`src/rtl/reg_writeback_ctrl_pkg.sv`:
```
// Shared register-file constants and the write-source encoding used by
// the writeback controller.
package reg_writeback_ctrl_pkg;

  localparam int REG_ADDR_W = 5;
  localparam int REG_DATA_W = 32;
  localparam logic [REG_ADDR_W-1:0] REG_ZERO = 5'd0;

  typedef enum logic {
    WB_SRC_ALU = 1'b0,
    WB_SRC_MEM = 1'b1
  } wb_src_e;

endpackage

```
`src/rtl/reg_writeback_ctrl_if.sv`:
```
// Bundle of the ALU, load, issue, query and register-file write signals.
// The master modport is the writeback controller; slave is its environment.
interface reg_writeback_ctrl_if #(
  parameter int DATA_W = 32,
  parameter int ADDR_W = 5
);

  logic              issue_valid;
  logic [ADDR_W-1:0] issue_addr;
  logic              alu_valid;
  logic [ADDR_W-1:0] alu_addr;
  logic [DATA_W-1:0] alu_data;
  logic              mem_valid;
  logic [ADDR_W-1:0] mem_addr;
  logic [DATA_W-1:0] mem_data;
  logic              mem_ready;
  logic              rf_write_en;
  logic [ADDR_W-1:0] rf_write_addr;
  logic [DATA_W-1:0] rf_write_data;
  logic [ADDR_W-1:0] query_addr_0;
  logic [ADDR_W-1:0] query_addr_1;
  logic              busy_0;
  logic              busy_1;

  modport master (
    input  issue_valid, issue_addr,
    input  alu_valid, alu_addr, alu_data,
    input  mem_valid, mem_addr, mem_data,
    output mem_ready,
    output rf_write_en, rf_write_addr, rf_write_data,
    input  query_addr_0, query_addr_1,
    output busy_0, busy_1
  );

  modport slave (
    output issue_valid, issue_addr,
    output alu_valid, alu_addr, alu_data,
    output mem_valid, mem_addr, mem_data,
    input  mem_ready,
    input  rf_write_en, rf_write_addr, rf_write_data,
    output query_addr_0, query_addr_1,
    input  busy_0, busy_1
  );

endinterface

```
`src/rtl/reg_writeback_ctrl_wb_fifo.sv`:
```
// Synchronous FIFO holding load results that lost write-port arbitration.
// Synchronous active-low reset; push while full is honoured only with a pop.
module wb_fifo #(
  parameter int WIDTH = 37,
  parameter int DEPTH = 4
) (
  input  logic                   clk,
  input  logic                   rst,
  input  logic                   push,
  input  logic [WIDTH-1:0]       push_data,
  input  logic                   pop,
  output logic [WIDTH-1:0]       pop_data,
  output logic                   full,
  output logic                   empty,
  output logic [$clog2(DEPTH):0] count
);

  localparam int PTR_W = $clog2(DEPTH);

  logic [WIDTH-1:0] mem [DEPTH];
  logic [PTR_W-1:0] wr_ptr;
  logic [PTR_W-1:0] rd_ptr;
  logic             do_push;
  logic             do_pop;

  assign full     = (count == (PTR_W+1)'(DEPTH));
  assign empty    = (count == '0);
  assign pop_data = mem[rd_ptr];

  always_comb begin
    do_pop  = pop && !empty;
    do_push = push && (!full || do_pop);
  end

  always_ff @(posedge clk) begin
    if (!rst) begin
      wr_ptr <= '0;
      rd_ptr <= '0;
      count  <= '0;
    end else begin
      if (do_push) wr_ptr <= wr_ptr + 1'b1;
      if (do_pop)  rd_ptr <= rd_ptr + 1'b1;
      case ({do_push, do_pop})
        2'b10:   count <= count + 1'b1;
        2'b01:   count <= count - 1'b1;
        default: count <= count;
      endcase
    end
  end

  // Storage is not reset: occupancy alone decides which entries are live.
  always_ff @(posedge clk) begin
    if (rst && do_push) mem[wr_ptr] <= push_data;
  end

endmodule

```
`src/rtl/reg_writeback_ctrl.sv`:
```
// Register-file write-port arbiter: ALU first, then buffered loads in order,
// then a direct load; tracks registers awaiting load results for decode.
module reg_writeback_ctrl
  import reg_writeback_ctrl_pkg::*;
#(
  parameter int DATA_W     = REG_DATA_W,
  parameter int ADDR_W     = REG_ADDR_W,
  parameter int FIFO_DEPTH = 4
) (
  input  logic                 clk,
  input  logic                 rst,
  reg_writeback_ctrl_if.master bus
);

  localparam int NREG    = 1 << ADDR_W;
  localparam int ENTRY_W = ADDR_W + DATA_W;
  localparam int CNT_W   = $clog2(FIFO_DEPTH) + 1;
  localparam logic [ADDR_W-1:0] ZERO = ADDR_W'(REG_ZERO);

  logic               alu_sel;
  logic               load_accept;
  logic               load_keep;
  logic               fifo_push;
  logic               fifo_pop;
  logic               fifo_full;
  logic               fifo_empty;
  logic [CNT_W-1:0]   fifo_count;
  logic [ENTRY_W-1:0] fifo_head;
  logic               sel_en;
  logic [ADDR_W-1:0]  sel_addr;
  logic [DATA_W-1:0]  sel_data;
  wb_src_e            sel_src;
  wb_src_e            wr_src;
  logic [NREG-1:0]    pending;
  logic [NREG-1:0]    pending_next;

  assign bus.mem_ready = rst && (fifo_count != CNT_W'(FIFO_DEPTH));

  wb_fifo #(
    .WIDTH(ENTRY_W),
    .DEPTH(FIFO_DEPTH)
  ) u_fifo (
    .clk      (clk),
    .rst      (rst),
    .push     (fifo_push),
    .push_data({bus.mem_addr, bus.mem_data}),
    .pop      (fifo_pop),
    .pop_data (fifo_head),
    .full     (fifo_full),
    .empty    (fifo_empty),
    .count    (fifo_count)
  );

  // Loads to r0 complete the handshake but never reach the buffer or port.
  always_comb begin
    alu_sel     = bus.alu_valid && (bus.alu_addr != ZERO);
    load_accept = bus.mem_valid && bus.mem_ready;
    load_keep   = load_accept && (bus.mem_addr != ZERO);
    fifo_push   = 1'b0;
    fifo_pop    = 1'b0;
    sel_en      = 1'b0;
    sel_addr    = bus.alu_addr;
    sel_data    = bus.alu_data;
    sel_src     = WB_SRC_ALU;
    if (alu_sel) begin
      sel_en    = 1'b1;
      fifo_push = load_keep && !fifo_full;
    end else if (!fifo_empty) begin
      fifo_pop             = 1'b1;
      sel_en               = 1'b1;
      {sel_addr, sel_data} = fifo_head;
      sel_src              = WB_SRC_MEM;
      fifo_push            = load_keep;
    end else if (load_keep) begin
      sel_en   = 1'b1;
      sel_addr = bus.mem_addr;
      sel_data = bus.mem_data;
      sel_src  = WB_SRC_MEM;
    end
  end

  always_ff @(posedge clk) begin
    if (!rst) begin
      bus.rf_write_en   <= 1'b0;
      bus.rf_write_addr <= '0;
      bus.rf_write_data <= '0;
      wr_src            <= WB_SRC_ALU;
    end else begin
      bus.rf_write_en <= sel_en;
      if (sel_en) begin
        bus.rf_write_addr <= sel_addr;
        bus.rf_write_data <= sel_data;
        wr_src            <= sel_src;
      end
    end
  end

  // Set is applied after clear so a same-edge reissue keeps the register busy.
  always_comb begin
    pending_next = pending;
    if (bus.rf_write_en && (wr_src == WB_SRC_MEM))
      pending_next[bus.rf_write_addr] = 1'b0;
    if (bus.issue_valid && (bus.issue_addr != ZERO))
      pending_next[bus.issue_addr] = 1'b1;
  end

  always_ff @(posedge clk) begin
    if (!rst) pending <= '0;
    else      pending <= pending_next;
  end

  assign bus.busy_0 = pending[bus.query_addr_0] && (bus.query_addr_0 != ZERO);
  assign bus.busy_1 = pending[bus.query_addr_1] && (bus.query_addr_1 != ZERO);

endmodule

```
`src/flat_wrapper.sv`:
```
// flat-port wrapper written by rule: the top's interface ports become plain ports
module reg_writeback_ctrl_flat import reg_writeback_ctrl_pkg::*;
#(
  parameter int DATA_W     = REG_DATA_W,
  parameter int ADDR_W     = REG_ADDR_W,
  parameter int FIFO_DEPTH = 4
)
  (clk, rst, bus_issue_valid, bus_issue_addr, bus_alu_valid, bus_alu_addr, bus_alu_data, bus_mem_valid, bus_mem_addr, bus_mem_data, bus_mem_ready, bus_rf_write_en, bus_rf_write_addr, bus_rf_write_data, bus_query_addr_0, bus_query_addr_1, bus_busy_0, bus_busy_1);
  reg_writeback_ctrl_if #(.DATA_W(DATA_W), .ADDR_W(ADDR_W)) bus_i ();
  input  logic clk;
  input  logic rst;
  input wire logic [$bits(bus_i.issue_valid)-1:0] bus_issue_valid;
  input wire logic [$bits(bus_i.issue_addr)-1:0] bus_issue_addr;
  input wire logic [$bits(bus_i.alu_valid)-1:0] bus_alu_valid;
  input wire logic [$bits(bus_i.alu_addr)-1:0] bus_alu_addr;
  input wire logic [$bits(bus_i.alu_data)-1:0] bus_alu_data;
  input wire logic [$bits(bus_i.mem_valid)-1:0] bus_mem_valid;
  input wire logic [$bits(bus_i.mem_addr)-1:0] bus_mem_addr;
  input wire logic [$bits(bus_i.mem_data)-1:0] bus_mem_data;
  output wire logic [$bits(bus_i.mem_ready)-1:0] bus_mem_ready;
  output wire logic [$bits(bus_i.rf_write_en)-1:0] bus_rf_write_en;
  output wire logic [$bits(bus_i.rf_write_addr)-1:0] bus_rf_write_addr;
  output wire logic [$bits(bus_i.rf_write_data)-1:0] bus_rf_write_data;
  input wire logic [$bits(bus_i.query_addr_0)-1:0] bus_query_addr_0;
  input wire logic [$bits(bus_i.query_addr_1)-1:0] bus_query_addr_1;
  output wire logic [$bits(bus_i.busy_0)-1:0] bus_busy_0;
  output wire logic [$bits(bus_i.busy_1)-1:0] bus_busy_1;
  assign bus_i.issue_valid = bus_issue_valid;
  assign bus_i.issue_addr = bus_issue_addr;
  assign bus_i.alu_valid = bus_alu_valid;
  assign bus_i.alu_addr = bus_alu_addr;
  assign bus_i.alu_data = bus_alu_data;
  assign bus_i.mem_valid = bus_mem_valid;
  assign bus_i.mem_addr = bus_mem_addr;
  assign bus_i.mem_data = bus_mem_data;
  assign bus_mem_ready = bus_i.mem_ready;
  assign bus_rf_write_en = bus_i.rf_write_en;
  assign bus_rf_write_addr = bus_i.rf_write_addr;
  assign bus_rf_write_data = bus_i.rf_write_data;
  assign bus_i.query_addr_0 = bus_query_addr_0;
  assign bus_i.query_addr_1 = bus_query_addr_1;
  assign bus_busy_0 = bus_i.busy_0;
  assign bus_busy_1 = bus_i.busy_1;
  reg_writeback_ctrl #(.DATA_W(DATA_W), .ADDR_W(ADDR_W), .FIFO_DEPTH(FIFO_DEPTH)) u_core (.clk(clk), .rst(rst), .bus(bus_i));
endmodule
```
`config.mk`:
```
export PLATFORM = sky130hd
export DESIGN_NAME = reg_writeback_ctrl_flat
export DESIGN_NICKNAME = d
export VERILOG_FILES = /design/src/rtl/reg_writeback_ctrl_pkg.sv /design/src/rtl/reg_writeback_ctrl_if.sv /design/src/rtl/reg_writeback_ctrl_wb_fifo.sv /design/src/rtl/reg_writeback_ctrl.sv /design/src/flat_wrapper.sv
export SDC_FILE = /design/constraint.sdc
export NUM_CORES = 1
export LEC_CHECK = 0
export BUFFER_PORTS_ARGS = -buffer_cell sky130_fd_sc_hd__buf_2
export CORE_UTILIZATION = 35
export DETAILED_ROUTE_END_ITERATION = 6
export PLACE_DENSITY_LB_ADDON = 0.15
export SLEW_MARGIN = 20
export SYNTH_ARGS = -nofsm -noshare
export SYNTH_HDL_FRONTEND = slang
export SYNTH_HIERARCHICAL = 1
export SYNTH_SLANG_ARGS = --single-unit
export TNS_END_PERCENT = 30
```
`constraint.sdc`:
```
create_clock -name clk -period 3.1 [get_ports clk]
set_input_delay 0.31 -clock clk [delete_from_list [all_inputs] [get_ports clk]]
set_output_delay 0.31 -clock clk [all_outputs]
set_load 0.1 [all_outputs]
```
==> results.sh <==
export IMPL_seqPwrFrac_pct=44.6
export IMPL_setup_viol=0
export IMPL_drc=0
export IMPL_clkTransAtPathRegs_ns=0.06
export IMPL_vias_per_cell=5.420
export IMPL_grt_use_total_pct=18.67
export IMPL_slew_violations=0
export IMPL_cts_resized=0
export IMPL_intPower_mw=5.513
export IMPL_reg2reg_depth=11
export IMPL_skew_ns=0.02989
export IMPL_place_area_um2=11140
export IMPL_fin_cells=1302
export IMPL_grt_ovfl_total=0
export IMPL_fin_util_pct=44.32
export IMPL_worst_ep_arrival_time_ns=3.14
export IMPL_dpl_worst_slack_ns=0.1351
export IMPL_cts_sinks=227
export IMPL_synthCells=738
export IMPL_io_pins=135
export IMPL_worstMarginPinSlew_ns=0.8450
export IMPL_vias=7057
export IMPL_initial_utilization_pct=35.82
export IMPL_hpwl_mm=16.79
export IMPL_status="completed"
export IMPL_die_w_um=171.1
export IMPL_core_um2=27930
export IMPL_rsz0062_at_grt="no"
export IMPL_die_area_um2=29270
export IMPL_syn_nets=838
export IMPL_clk_latency_ns=0.54
export IMPL_p_switching_mw=1.974
export IMPL_drive_gt1_share_pct=29.44
export IMPL_power_total_mw=7.487
export IMPL_hold_depth=1
export IMPL_hold_path_class="in2reg"
export IMPL_grt_pass1_wl_mm=41.42
export IMPL_wl_mm=27.09
export IMPL_period_needed_ns=2.692
export IMPL_antenna_found_initial=1
export IMPL_critPathLaunchType="flip-flop"
export IMPL_yosys_warnings=6
export IMPL_setup_ws_ns=0.4081
export IMPL_yosys_register_bits=227
export IMPL_powerDensity_nw_per_um2=604.8
export IMPL_cts_tree="done"
export IMPL_cap_violations=0
export IMPL_clockRootBuffer="clkbuf_16"
export IMPL_num_fill_cells=2585
export IMPL_crit_fanout=5
export IMPL_ys_types=57
export IMPL_wl_per_cell_um=20.80
export IMPL_period_share_pct=86.84
export IMPL_worstSetupEndpointType="flip-flop"
export IMPL_hold_viol=0
export IMPL_gp_congestion=0.7814
export IMPL_syn_avg_cell_area_um2=13.56
export IMPL_placedCellCount=1220
export IMPL_power_leakage_nw=4.236
export IMPL_die_h_um=171.1
export IMPL_n_antenna_cell=0
export IMPL_drt_pre_antenna_iters=5
export IMPL_cts_made_buffers=26
export IMPL_required_ns=3.55
export IMPL_grt_pass1_vias=7074
export IMPL_setup_tns_ns=0
export IMPL_switching_share_pct=26.36
export IMPL_num_rows=61
export IMPL_clock_path_buffers=3
export IMPL_combPwrFrac_pct=12.9
export IMPL_synth_async_reset_ratio_pct=0
export IMPL_fmax_mhz=371.5
export IMPL_crit_type="reg2reg"
export IMPL_nets=1004
export IMPL_synthToLayoutAreaGrowth_pct=23.72
export IMPL_ys_seq_area_share_pct=60.22
export IMPL_syn_area_um2=10010
export IMPL_grt_max_degree=40
export IMPL_worst_hold_slack_ns=0.01433
export IMPL_pwr_share_clk_pct=42.5
export IMPL_ant_nets=0
export IMPL_relSlewSlack_pct=43.46
export IMPL_cts_max_level=1
export IMPL_drtIter0Drc=481
export IMPL_io_buffers=134
export IMPL_ir_drop_v=0.0004344
export IMPL_design_area_um2=12380
export IMPL_synth_ff_type="edfxtp_1"
export IMPL_synth_edf_count=148
[cell usage in the layout (no fill, tap or decap), types with 3 or more instances in the layout]
master,instances
a21oi_1,65
a221o_1,32
a31oi_1,4
a32o_1,3
and2_1,36
and3_1,4
and3_2,4
buf_12,5
buf_2,134
buf_4,22
bufinv_16,4
clkbuf_1,4
clkbuf_16,26
clkbuf_8,3
clkinv_2,6
dfxtp_1,77
dlygate4sd3_1,34
edfxtp_1,148
ha_1,5
inv_1,8
mux2i_1,6
mux4_2,50
nand2_1,84
nand3b_1,9
nand4_1,5
nor2_1,11
nor3_1,7
nor3b_1,7
o2111ai_1,32
o21ai_0,38
or3_1,4
[flip-flops by register name, summed over array words and instances (netlist names), named ones only]
register,flops
u_core/bus.rf_write_addr,5
u_core/bus.rf_write_data,32
u_core/bus.rf_write_en,1
u_core/pending,31
u_core/u_fifo/count,3
u_core/u_fifo/mem,148
u_core/u_fifo/rd_ptr,2
u_core/u_fifo/wr_ptr,2
u_core/wr_src,1
[what timing repair did]
action / 4_1_cts / 5_1_grt
endpoints found under the setup margin: 0 / 0
buffers inserted: 0 / 0
endpoints found under the hold margin: 63 / 0
hold buffers: 34 / 0
[worst max-delay path, stage by stage, from the launching register on]
cell      delay, ns
dfxtp_1        0.42
or3b_2         0.50
o211a_4        0.18
o21a_1         0.10
a21boi_2       0.16
inv_1          0.06
ha_1           0.17
inv_1          0.06
fa_1           0.37
xor2_1         0.16
or3_1          0.31
a21boi_1       0.14
[synthesized netlist by cell type (3+ instances only)]
cell         n  area (um2)
a21oi_1     65       325.3
a221o_1     32       320.3
a31oi_1      4       25.02
a32o_1       3       30.03
and2_1      36       225.2
and3_1       8       50.05
buf_12       3       60.06
buf_2        3       15.01
buf_6        5       56.30
clkbuf_1    43       161.4
dfxtp_1     79        1582
edfxtp_1   148        4444
ha_1         5       62.56
inv_1        8       30.03
mux2i_1      6       60.06
mux4_2      50        1126
nand2_1     84       315.3
nand3b_1     9       67.56
nand4_1      5       31.28
nor2_1      12       45.04
nor3_1       7       35.03
nor3b_1      7       52.55
o2111ai_1   32       280.3
o21ai_0     38       190.2
or3_1        4       25.02
[area by class of cell]
class / instances / area, um2 / area share, %
clock buffer: 34 / 714.4 / 5.771
clock inverter: 14 / 181.4 / 1.466
inverter: 9 / 33.78 / 0.2729
multi-input combinational: 445 / 3672 / 29.66
sequential: 227 / 6028 / 48.70
tap: 378 / 473.0 / 3.820
timing repair buffer: 195 / 1276 / 10.31
[metal layers]
metal  part of all wire, %  track usage [%]
met1                    46            25.62
met5                 0.030                0
met3                   4.8            2.568
met2                    48            31.18
met4                   1.7            4.464
[logic make-up after synthesis]
group	count (synthesis)	synth area share, %
xor+xnor	2	0.1751
simple gates	190	10.13
fa+ha+maj	6	0.8253
buf+inv	66	3.389
compound gates	188	12.92
mux	59	12.34
flops	227	60.22
[power by group through the flow]
stage	Sequential (mW)	Clock (mW)	Combinational, mW
global route	3.35	3.38	1.02
detailed placement	3.40	0	0.936
finish	3.34	3.18	0.965
global placement	3.40	0	0.934
floorplan	3.73	0	0.333
CTS	3.34	3.26	0.970
[final timing paths]
check                                 end                         start  slack (ns)
min              u_core/u_fifo/mem[1][12]              bus_mem_data[12]        0.01
max reg2reg        u_core/u_fifo/count[2]        u_core/u_fifo/count[2]        0.41
max                u_core/u_fifo/count[2]        u_core/u_fifo/count[2]        0.41
min reg2reg  u_core/bus.rf_write_data[27]  u_core/bus.rf_write_data[27]        0.48
Power figures use the tool's default switching activity.
